File: config.mk
export PLATFORM = sky130hd
export DESIGN_NAME = opendap_ap_access_ctrl_flat
export DESIGN_NICKNAME = d
export VERILOG_FILES = /design/src/rtl/opendap_ap_access_ctrl_if.sv /design/src/rtl/opendap_ap_access_ctrl.sv /design/src/flat_wrapper.sv
export SDC_FILE = /design/constraint.sdc
export NUM_CORES = 1
export LEC_CHECK = 0
export CAP_MARGIN = 20
export CELL_PAD_IN_SITES_DETAIL_PLACEMENT = 1
export CELL_PAD_IN_SITES_GLOBAL_PLACEMENT = 2
export CORE_UTILIZATION = 39
export DETAILED_ROUTE_END_ITERATION = 7
export DONT_BUFFER_PORTS = 1
export GPL_TIMING_DRIVEN = 0
export PLACE_DENSITY = 0.81
export SLEW_MARGIN = 25
export SYNTH_ARGS = -nofsm -noshare
export SYNTH_HDL_FRONTEND = slang
export SYNTH_SLANG_ARGS = --single-unit
export TNS_END_PERCENT = 30
File: constraint.sdc
create_clock -name swclk -period 2.3 [get_ports swclk]
set_input_delay 0.46 -clock swclk [delete_from_list [all_inputs] [get_ports swclk]]
set_output_delay 0.46 -clock swclk [all_outputs]
set_load 0.005 [all_outputs]
File: src/rtl/opendap_ap_access_ctrl_if.sv
// APB-style AP bus between the DP access controller and the AP interconnect.
//
// Signals:
//   paddr    16  {APSEL, {APBANKSEL, A[3:2], 2'b00}}
//   psel     1   transfer selected (SETUP and ACCESS phases)
//   penable  1   ACCESS phase
//   pwrite   1   1 = write, 0 = read
//   pwdata   32  write data
//   prdata   32  read data from the AP
//   pready   1   AP completes the ACCESS phase
//   pslverr  1   AP reports an error with the completion
//
// Modports: master (access controller side), slave (AP side).
interface opendap_ap_access_ctrl_if;
    logic [15:0] paddr;
    logic        psel;
    logic        penable;
    logic        pwrite;
    logic [31:0] pwdata;
    logic [31:0] prdata;
    logic        pready;
    logic        pslverr;

    modport master (
        output paddr, psel, penable, pwrite, pwdata,
        input  prdata, pready, pslverr
    );

    modport slave (
        input  paddr, psel, penable, pwrite, pwdata,
        output prdata, pready, pslverr
    );
endinterface

File: src/rtl/opendap_ap_access_ctrl.sv
// AP access sequencer for the SW-DP. Takes one AP access request at a time
// from the DP register core, runs it as an APB SETUP/ACCESS transfer, captures
// read data into RDBUFF and pulses set_stickyerr on slave error or timeout.
//
// Parameters:
//   TIMEOUT        max ACCESS-phase cycles before forced termination (0 = never)
//
// Ports:
//   swclk          SWD clock, all state on posedge
//   rst_n          asynchronous active-low reset
//   req_en         single-cycle AP access strobe
//   req_r_nw       1 = read, 0 = write
//   req_apsel      SELECT.APSEL
//   req_addr       {SELECT.APBANKSEL, A[3:2], 2'b00}
//   req_wdata      write data
//   abort          ABORT.DAPABORT strobe
//   busy           transfer in flight (DP answers WAIT while high)
//   rdbuff         data from the last successful read
//   set_stickyerr  one-cycle pulse setting CTRL/STAT.STICKYERR
//   apb            APB master port (paddr/psel/penable/pwrite/pwdata out,
//                  prdata/pready/pslverr in)
module opendap_ap_access_ctrl #(
    parameter int unsigned TIMEOUT = 1024
) (
    input  logic                            swclk,
    input  logic                            rst_n,
    input  logic                            req_en,
    input  logic                            req_r_nw,
    input  logic [7:0]                      req_apsel,
    input  logic [7:0]                      req_addr,
    input  logic [31:0]                     req_wdata,
    input  logic                            abort,
    output logic                            busy,
    output logic [31:0]                     rdbuff,
    output logic                            set_stickyerr,
    opendap_ap_access_ctrl_if.master        apb
);

    localparam bit          TimeoutEn   = (TIMEOUT != 0);
    // Last counter value before expiry; unused when the timeout is disabled.
    localparam logic [15:0] TimeoutLast = TimeoutEn ? 16'(TIMEOUT - 1) : 16'hFFFF;

    typedef enum logic [1:0] {
        StIdle   = 2'b00,
        StSetup  = 2'b01,
        StAccess = 2'b10
    } state_e;

    state_e      state_q;
    logic [15:0] tmo_cnt_q;
    logic [15:0] paddr_q;
    logic        psel_q;
    logic        penable_q;
    logic        pwrite_q;
    logic [31:0] pwdata_q;
    logic [31:0] rdbuff_q;
    logic        sticky_q;

    logic        tmo_hit;
    assign tmo_hit = TimeoutEn && (tmo_cnt_q == TimeoutLast);

    always_ff @(posedge swclk or negedge rst_n) begin
        if (!rst_n) begin
            state_q   <= StIdle;
            tmo_cnt_q <= 16'h0000;
            paddr_q   <= 16'h0000;
            psel_q    <= 1'b0;
            penable_q <= 1'b0;
            pwrite_q  <= 1'b0;
            pwdata_q  <= 32'h0000_0000;
            rdbuff_q  <= 32'h0000_0000;
            sticky_q  <= 1'b0;
        end else begin
            sticky_q <= 1'b0;
            unique case (state_q)
                StIdle: begin
                    // An abort in the same cycle as a request drops the request.
                    if (req_en && !abort) begin
                        state_q   <= StSetup;
                        paddr_q   <= {req_apsel, req_addr};
                        pwrite_q  <= !req_r_nw;
                        if (!req_r_nw) begin
                            pwdata_q <= req_wdata;
                        end
                        tmo_cnt_q <= 16'h0000;
                        psel_q    <= 1'b1;
                        penable_q <= 1'b0;
                    end
                end

                StSetup: begin
                    if (abort) begin
                        state_q   <= StIdle;
                        psel_q    <= 1'b0;
                        penable_q <= 1'b0;
                    end else begin
                        state_q   <= StAccess;
                        penable_q <= 1'b1;
                    end
                end

                StAccess: begin
                    // Completion takes priority over both timeout and abort.
                    if (apb.pready) begin
                        state_q   <= StIdle;
                        psel_q    <= 1'b0;
                        penable_q <= 1'b0;
                        if (apb.pslverr) begin
                            sticky_q <= 1'b1;
                        end else if (!pwrite_q) begin
                            rdbuff_q <= apb.prdata;
                        end
                    end else if (tmo_hit) begin
                        state_q   <= StIdle;
                        psel_q    <= 1'b0;
                        penable_q <= 1'b0;
                        sticky_q  <= 1'b1;
                    end else if (abort) begin
                        state_q   <= StIdle;
                        psel_q    <= 1'b0;
                        penable_q <= 1'b0;
                    end else if (tmo_cnt_q != 16'hFFFF) begin
                        tmo_cnt_q <= tmo_cnt_q + 16'h0001;
                    end
                end

                default: begin
                    state_q   <= StIdle;
                    psel_q    <= 1'b0;
                    penable_q <= 1'b0;
                end
            endcase
        end
    end

    assign busy          = (state_q != StIdle);
    assign rdbuff        = rdbuff_q;
    assign set_stickyerr = sticky_q;

    assign apb.paddr   = paddr_q;
    assign apb.psel    = psel_q;
    assign apb.penable = penable_q;
    assign apb.pwrite  = pwrite_q;
    assign apb.pwdata  = pwdata_q;

endmodule

File: src/flat_wrapper.sv
// flat-port wrapper written by rule: the top's interface ports become plain ports
module opendap_ap_access_ctrl_flat 
#(
    parameter int unsigned TIMEOUT = 1024
)
  (swclk, rst_n, req_en, req_r_nw, req_apsel, req_addr, req_wdata, abort, busy, rdbuff, set_stickyerr, apb_paddr, apb_psel, apb_penable, apb_pwrite, apb_pwdata, apb_prdata, apb_pready, apb_pslverr);
  opendap_ap_access_ctrl_if apb_i ();
  input  logic swclk;
  input  logic rst_n;
  input  logic req_en;
  input  logic req_r_nw;
  input  logic [7:0] req_apsel;
  input  logic [7:0] req_addr;
  input  logic [31:0] req_wdata;
  input  logic abort;
  output logic busy;
  output logic [31:0] rdbuff;
  output logic set_stickyerr;
  output wire logic [$bits(apb_i.paddr)-1:0] apb_paddr;
  output wire logic [$bits(apb_i.psel)-1:0] apb_psel;
  output wire logic [$bits(apb_i.penable)-1:0] apb_penable;
  output wire logic [$bits(apb_i.pwrite)-1:0] apb_pwrite;
  output wire logic [$bits(apb_i.pwdata)-1:0] apb_pwdata;
  input wire logic [$bits(apb_i.prdata)-1:0] apb_prdata;
  input wire logic [$bits(apb_i.pready)-1:0] apb_pready;
  input wire logic [$bits(apb_i.pslverr)-1:0] apb_pslverr;
  assign apb_paddr = apb_i.paddr;
  assign apb_psel = apb_i.psel;
  assign apb_penable = apb_i.penable;
  assign apb_pwrite = apb_i.pwrite;
  assign apb_pwdata = apb_i.pwdata;
  assign apb_i.prdata = apb_prdata;
  assign apb_i.pready = apb_pready;
  assign apb_i.pslverr = apb_pslverr;
  opendap_ap_access_ctrl #(.TIMEOUT(TIMEOUT)) u_core (.swclk(swclk), .rst_n(rst_n), .req_en(req_en), .req_r_nw(req_r_nw), .req_apsel(req_apsel), .req_addr(req_addr), .req_wdata(req_wdata), .abort(abort), .busy(busy), .rdbuff(rdbuff), .set_stickyerr(set_stickyerr), .apb(apb_i));
endmodule
Word level (Yosys, flattened, before mapping)
Cells that the tools add are included.

cells by class
  add/subtract/negate cells = 1
  equal/unequal tests = 10
  mux-type cells = 27
  bitwise operators = 3
  reductions and logical operators = 11

operators with widths
  cell                     number
  $mux W16                 5
  $pmux W16 S2             1
  $add A16 B1 Y16 const B  1
  $eq A16 B10 Y1 const B   1
  $ne A16 B16 Y1 const B   1
  $mux W1                  13
  $mux W2                  5
  $ne A2 B2 Y1 const B     3
  $pmux W1 S3              2
  $pmux W2 S3              1
  $reduce_and A6 Y1        1
  $ne A2 B1 Y1 const B     2
  $ne A4 B3 Y1 const B     1
  $reduce_and A2 Y1        2
  $reduce_and A4 Y1        1
  $reduce_bool A2 Y1       2
  $not A1 Y1               3
  $reduce_and A3 Y1        1
  $eq A2 B1 Y1 const B     1
  $eq A2 B2 Y1 const B     1
  $logic_not A1 Y1         2
  $logic_not A2 Y1         1
  $logic_and A1 B1 Y1      1

storage, ports and cells
  register bits = 102

Logic depth before layout (Yosys ltp)
  depth after elaboration = 6
  gate-level depth with buffers = 8
  depth with buffers taken out = 6

Least setup slack after synthesis
No wires, ideal clock.

  path type = register -> register
  start point = register u_core.tmo_cnt_q[0]
  end point = register u_core.tmo_cnt_q[11]
  arrival = 1.759 ns
  slack = 0.446 ns
  stages on the path, launching flop included = 9
  path buffers = 2
  path through = dfrtp_1 > ha_1 > nand3_1 > or3_1 > a21oi_2 > or3_4 > buf_6 > buf_8 > o31ai_1

on the way
  cells in the longest elaborated chain, start to end = 6

ends and longest elaborated chain
  item                      RTL line                       RTL
  start: declaration        opendap_ap_access_ctrl.sv:50   logic [15:0] tmo_cnt_q;
  start signal: assignment  opendap_ap_access_ctrl.sv:123  tmo_cnt_q <= tmo_cnt_q + 16'h0001;
  $add A16 B1 Y16           opendap_ap_access_ctrl.sv:123
  $mux W16                  opendap_ap_access_ctrl.sv:122  end else if (tmo_cnt_q != 16'hFFFF) begin
  $mux W16                  opendap_ap_access_ctrl.sv:118  end else if (abort) begin
  $mux W16                  opendap_ap_access_ctrl.sv:113  end else if (tmo_hit) begin
  $mux W16                  opendap_ap_access_ctrl.sv:104  if (apb.pready) begin
  $pmux W16 S2              opendap_ap_access_ctrl.sv:75   unique case (state_q)

Several ways; a longest one is shown, not always the timed one. The select of a mux whose other input is x is not followed.
A chain may end at the register's enable or synchronous reset.

Worst setup path in the final report
  start point = register u_core.tmo_cnt_q[0]
  end point = register u_core.tmo_cnt_q[13]

The elaborated chain is that of the path after synthesis.

==> flow_metrics.py <==
metrics = {
    "clock_tree": {
        "clk_latency_ps": 360,
        "cts.repair.resized": 0,
        "cts_buffers": 9,
        "tritoncts": "built",
        "cts_max_path_buffers": 2,
        "cts-root-buf": "clkbuf_8",
        "clk_pin_slew_ps": 90,
        "cts_max_level": 3,
        "cts_num_sinks": 102,
    },
    "critical_path": {
        "worstRegToRegCells": 8,
        "r2r_setup_slack_ps": 130,
        "critPathArrivalTime_ps": 2430,
        "path_class": "register to register",
        "endpoint_kind": "register",
        "r2r_end": "u_core.tmo_cnt_q[13]",
        "critPathMaxFanout": 10,
        "cp.required_ps": 2560,
        "rr_startpoint": "u_core.tmo_cnt_q[0]",
        "startpoint": "u_core.tmo_cnt_q[0]",
        "endpoint": "u_core.tmo_cnt_q[13]",
        "crit_path_start_kind": "register",
    },
    "timing": {
        "setup_violations": 0,
        "setup_tns_ps": 0,
        "hold_slack_ps": -212.6,
        "slew_viol_final": 0,
        "relSlewSlack_pct": 56.66,
        "tightest_slew_ps": 644.1,
        "hold_viol": 102,
        "period_share_pct": 94.49,
        "fin_crit_ps": 2173,
        "fmax_mhz": 460.1,
        "worst_clock_skew_ps": 11.44,
        "worst_slack_ps": 126.8,
        "rsz0062_at_grt": "no",
    },
    "global_routing": {
        "grt.total_usage_pct": 18.54,
        "grt_pass1_vias": 2833,
        "grt_pass1_wl_um": 16060,
        "grt_max_degree": 103,
        "antenna_found_initial": 0,
        "grt_overflow": 0,
    },
    "drt": {
        "wl_per_cell_um": 20.73,
        "routed_wl_um": 10430,
        "remaining_drc_errors": 0,
        "dr.pass1.iters": 4,
        "ant_nets": 0,
        "vias_per_cell": 5.431,
        "num_vias": 2732,
        "drtIter0Drc": 217,
    },
    "yosys": {
        "synth_cells": 347,
        "synth_top_area_share_pct": 58.72,
        "synth_common_cells": "dfrtp_1 (102), mux2_2 (61), nand2_1 (58)",
        "syn-num-nets": 435,
        "synth.top_cells.by_area": "dfrtp_1 (59%), mux2_2 (16%), nand2_1 (5.0%)",
        "synth_compound_area_share_pct": 8.751,
        "ys.flop_type": "dfrtp_1",
        "yosys.cell_count.top_type": "dfrtp_1",
        "ys_types": 44,
        "synth_warnings": 0,
        "synth-xor-area-share_pct": 0,
        "ys_seq_area_share_pct": 58.72,
        "synthAdderAreaFrac_pct": 0.2879,
        "synth_area_mm2": 0.004347,
        "synthArstFlopShare_pct": 100.0,
        "synthMuxAreaShare_pct": 16.84,
        "synth-seq-cells": 102,
        "synth_top_family_by_area": "multiplexers",
        "synth_top_area_cell": "dfrtp_1",
        "syn_area_per_cell_um2": 12.53,
        "synth_edf_count": 0,
        "synth_simple_gate_area_share_pct": 11.80,
    },
    "hold_path": {
        "hp-class": "input port to asynchronous set/reset pin",
    },
    "floorplan": {
        "die_h_um": 107.6,
        "ioPinCount": 172,
        "core_area_mm2": 0.01084,
        "start_util_pct": 40.10,
        "die_w_um": 107.6,
        "row_count": 38,
        "die_area_mm2": 0.01157,
    },
    "outcome": {
        "violations": "negative hold slack",
        "status": "finished with violations",
    },
    "pwr": {
        "ir_worst_vdd_uv": 337.0,
        "internal_power_w": 0.003012,
        "p_switching_w": 0.001078,
        "p_sw_share_pct": 26.36,
        "p_clk_share_pct": 28.6,
        "p_total_w": 0.004090,
        "seqPwrFrac_pct": 60.5,
        "combPwrFrac_pct": 10.9,
        "power.density_mw_per_mm2": 864.8,
        "p_leak_nw": 2.108,
    },
    "cells_and_area": {
        "drive_gt1_share_pct": 27.82,
        "antennaDiodeCount": 0,
        "area_growth_syn_to_layout_pct": 8.808,
        "nets": 446,
    },
    "placement": {
        "dp_worst_setup_slack_ps": 97.07,
        "hpwl_um": 7768,
        "gp_congestion": 0.7456,
        "io_buffers": 0,
    },
    "flow_run": {
        "max-cap-violations": 0,
    },
}
cell families (layout without fill, tap and decap cells):
logic type                 Yosys count  after routing
and+or+nand+nor                    107            107
DFF                                102            102
buffers and inverters               22             38
adders and majority gates            1              1
AOI/OAI and AO/OA                   50             50
muxes                               65             65
routing by layer:
layer	up-vias	global-route usage (%)	routed length (um)	part of all wire, %
li1	1238	-	-	-
met1	1368	21.48	3957	38
met2	114	31.64	5328	51
met3	12	7.506	1003	9.6
met4	0	4.892	135	1.3
met5	-	0	0	0
cell type report:
type                    count  area [um2]
inverters                   4       15.01
well taps                 140       175.2
fillers                  1156        6111
multi-input cells         223        1638
plain buffers              18       141.4
flip-flops and latches    102        2552
clock inverters             4       52.55
clock buffers              12       155.1
what timing repair did:
item	4_1_cts	5_1_grt
setup buffers	0	0
setup endpoints to repair	0	3
endpoints found under the hold margin	102	102
worst min path at each step:
stage | from | end | slack [ps] | cells past startpoint
final | rst_n | u_core.tmo_cnt_q[4] | -210 | 0
after global placement | rst_n | u_core.tmo_cnt_q[4] | 170 | 0
after detailed placement | rst_n | u_core.tmo_cnt_q[4] | 170 | 0
after floorplan | rst_n | u_core.apb.paddr[0] | 160 | 0
after CTS | rst_n | u_core.apb.paddr[7] | -240 | 0
after global routing | rst_n | u_core.tmo_cnt_q[3] | -260 | 0
sequential cells by signal, summed over array words and instances, names as in the netlist:
signal and cells:
u_core.apb.paddr 16, u_core.apb.penable 1, u_core.set_stickyerr 1, u_core.apb.pwdata 32
u_core.state_q 2, u_core.tmo_cnt_q 16, u_core.apb.pwrite 1, u_core.rdbuff 32
u_core.apb.psel 1
critical path: stages (launching register included):
cell and delay [ps]:
dfrtp_1 430, ha_1 260, nand3_1 160, or3_1 240, a21oi_2 60, or3_4 370
buf_6 140, buf_8 140, o31ai_1 260
power by group through the flow:
| stage | combinational [W] | sequential (W) | clock [W] |
|---|---|---|---|
| 2_1_floorplan | 0.000386 | 0.00241 | 0 |
| 3_3_place_gp | 0.000424 | 0.00250 | 0 |
| 3_5_place_dp | 0.000458 | 0.00252 | 0 |
| 4_1_cts | 0.000459 | 0.00249 | 0.00121 |
| 5_1_grt | 0.000506 | 0.00253 | 0.00131 |
| 6_report | 0.000445 | 0.00247 | 0.00117 |
stage by stage:
step | utilization (%) | cells | area (um2)
CTS | 43.63 | 503 | 4730
global placement | 41.71 | 487 | 4522
global route | 43.63 | 503 | 4730
floorplan | - | 347 | 4347
finish | 43.63 | 503 | 4730
detailed placement | 41.71 | 487 | 4522
placed cells by master, fill, tap and decap left out, types with 2 or more instances in the layout:
| cell type | count |
|---|---|
| a31oi_1 | 4 |
| mux2_2 | 61 |
| nand2_1 | 58 |
| and3_1 | 2 |
| buf_2 | 5 |
| buf_4 | 3 |
| nor2_1 | 12 |
| mux2_1 | 4 |
| or2b_1 | 2 |
| clkbuf_1 | 4 |
| buf_6 | 6 |
| clkbuf_8 | 11 |
| inv_1 | 3 |
| nor4_1 | 2 |
| nand4_1 | 2 |
| and2_1 | 2 |
| nand2b_1 | 4 |
| o31ai_2 | 2 |
| nand3_1 | 7 |
| or2_0 | 2 |
| a21oi_1 | 4 |
| a21o_1 | 3 |
| or2_2 | 2 |
| o31ai_1 | 23 |
| nor2b_1 | 2 |
| dfrtp_1 | 102 |
| o21ai_0 | 5 |
| nor3_1 | 4 |
| o21ai_1 | 2 |
Power figures use the tool's default switching activity.
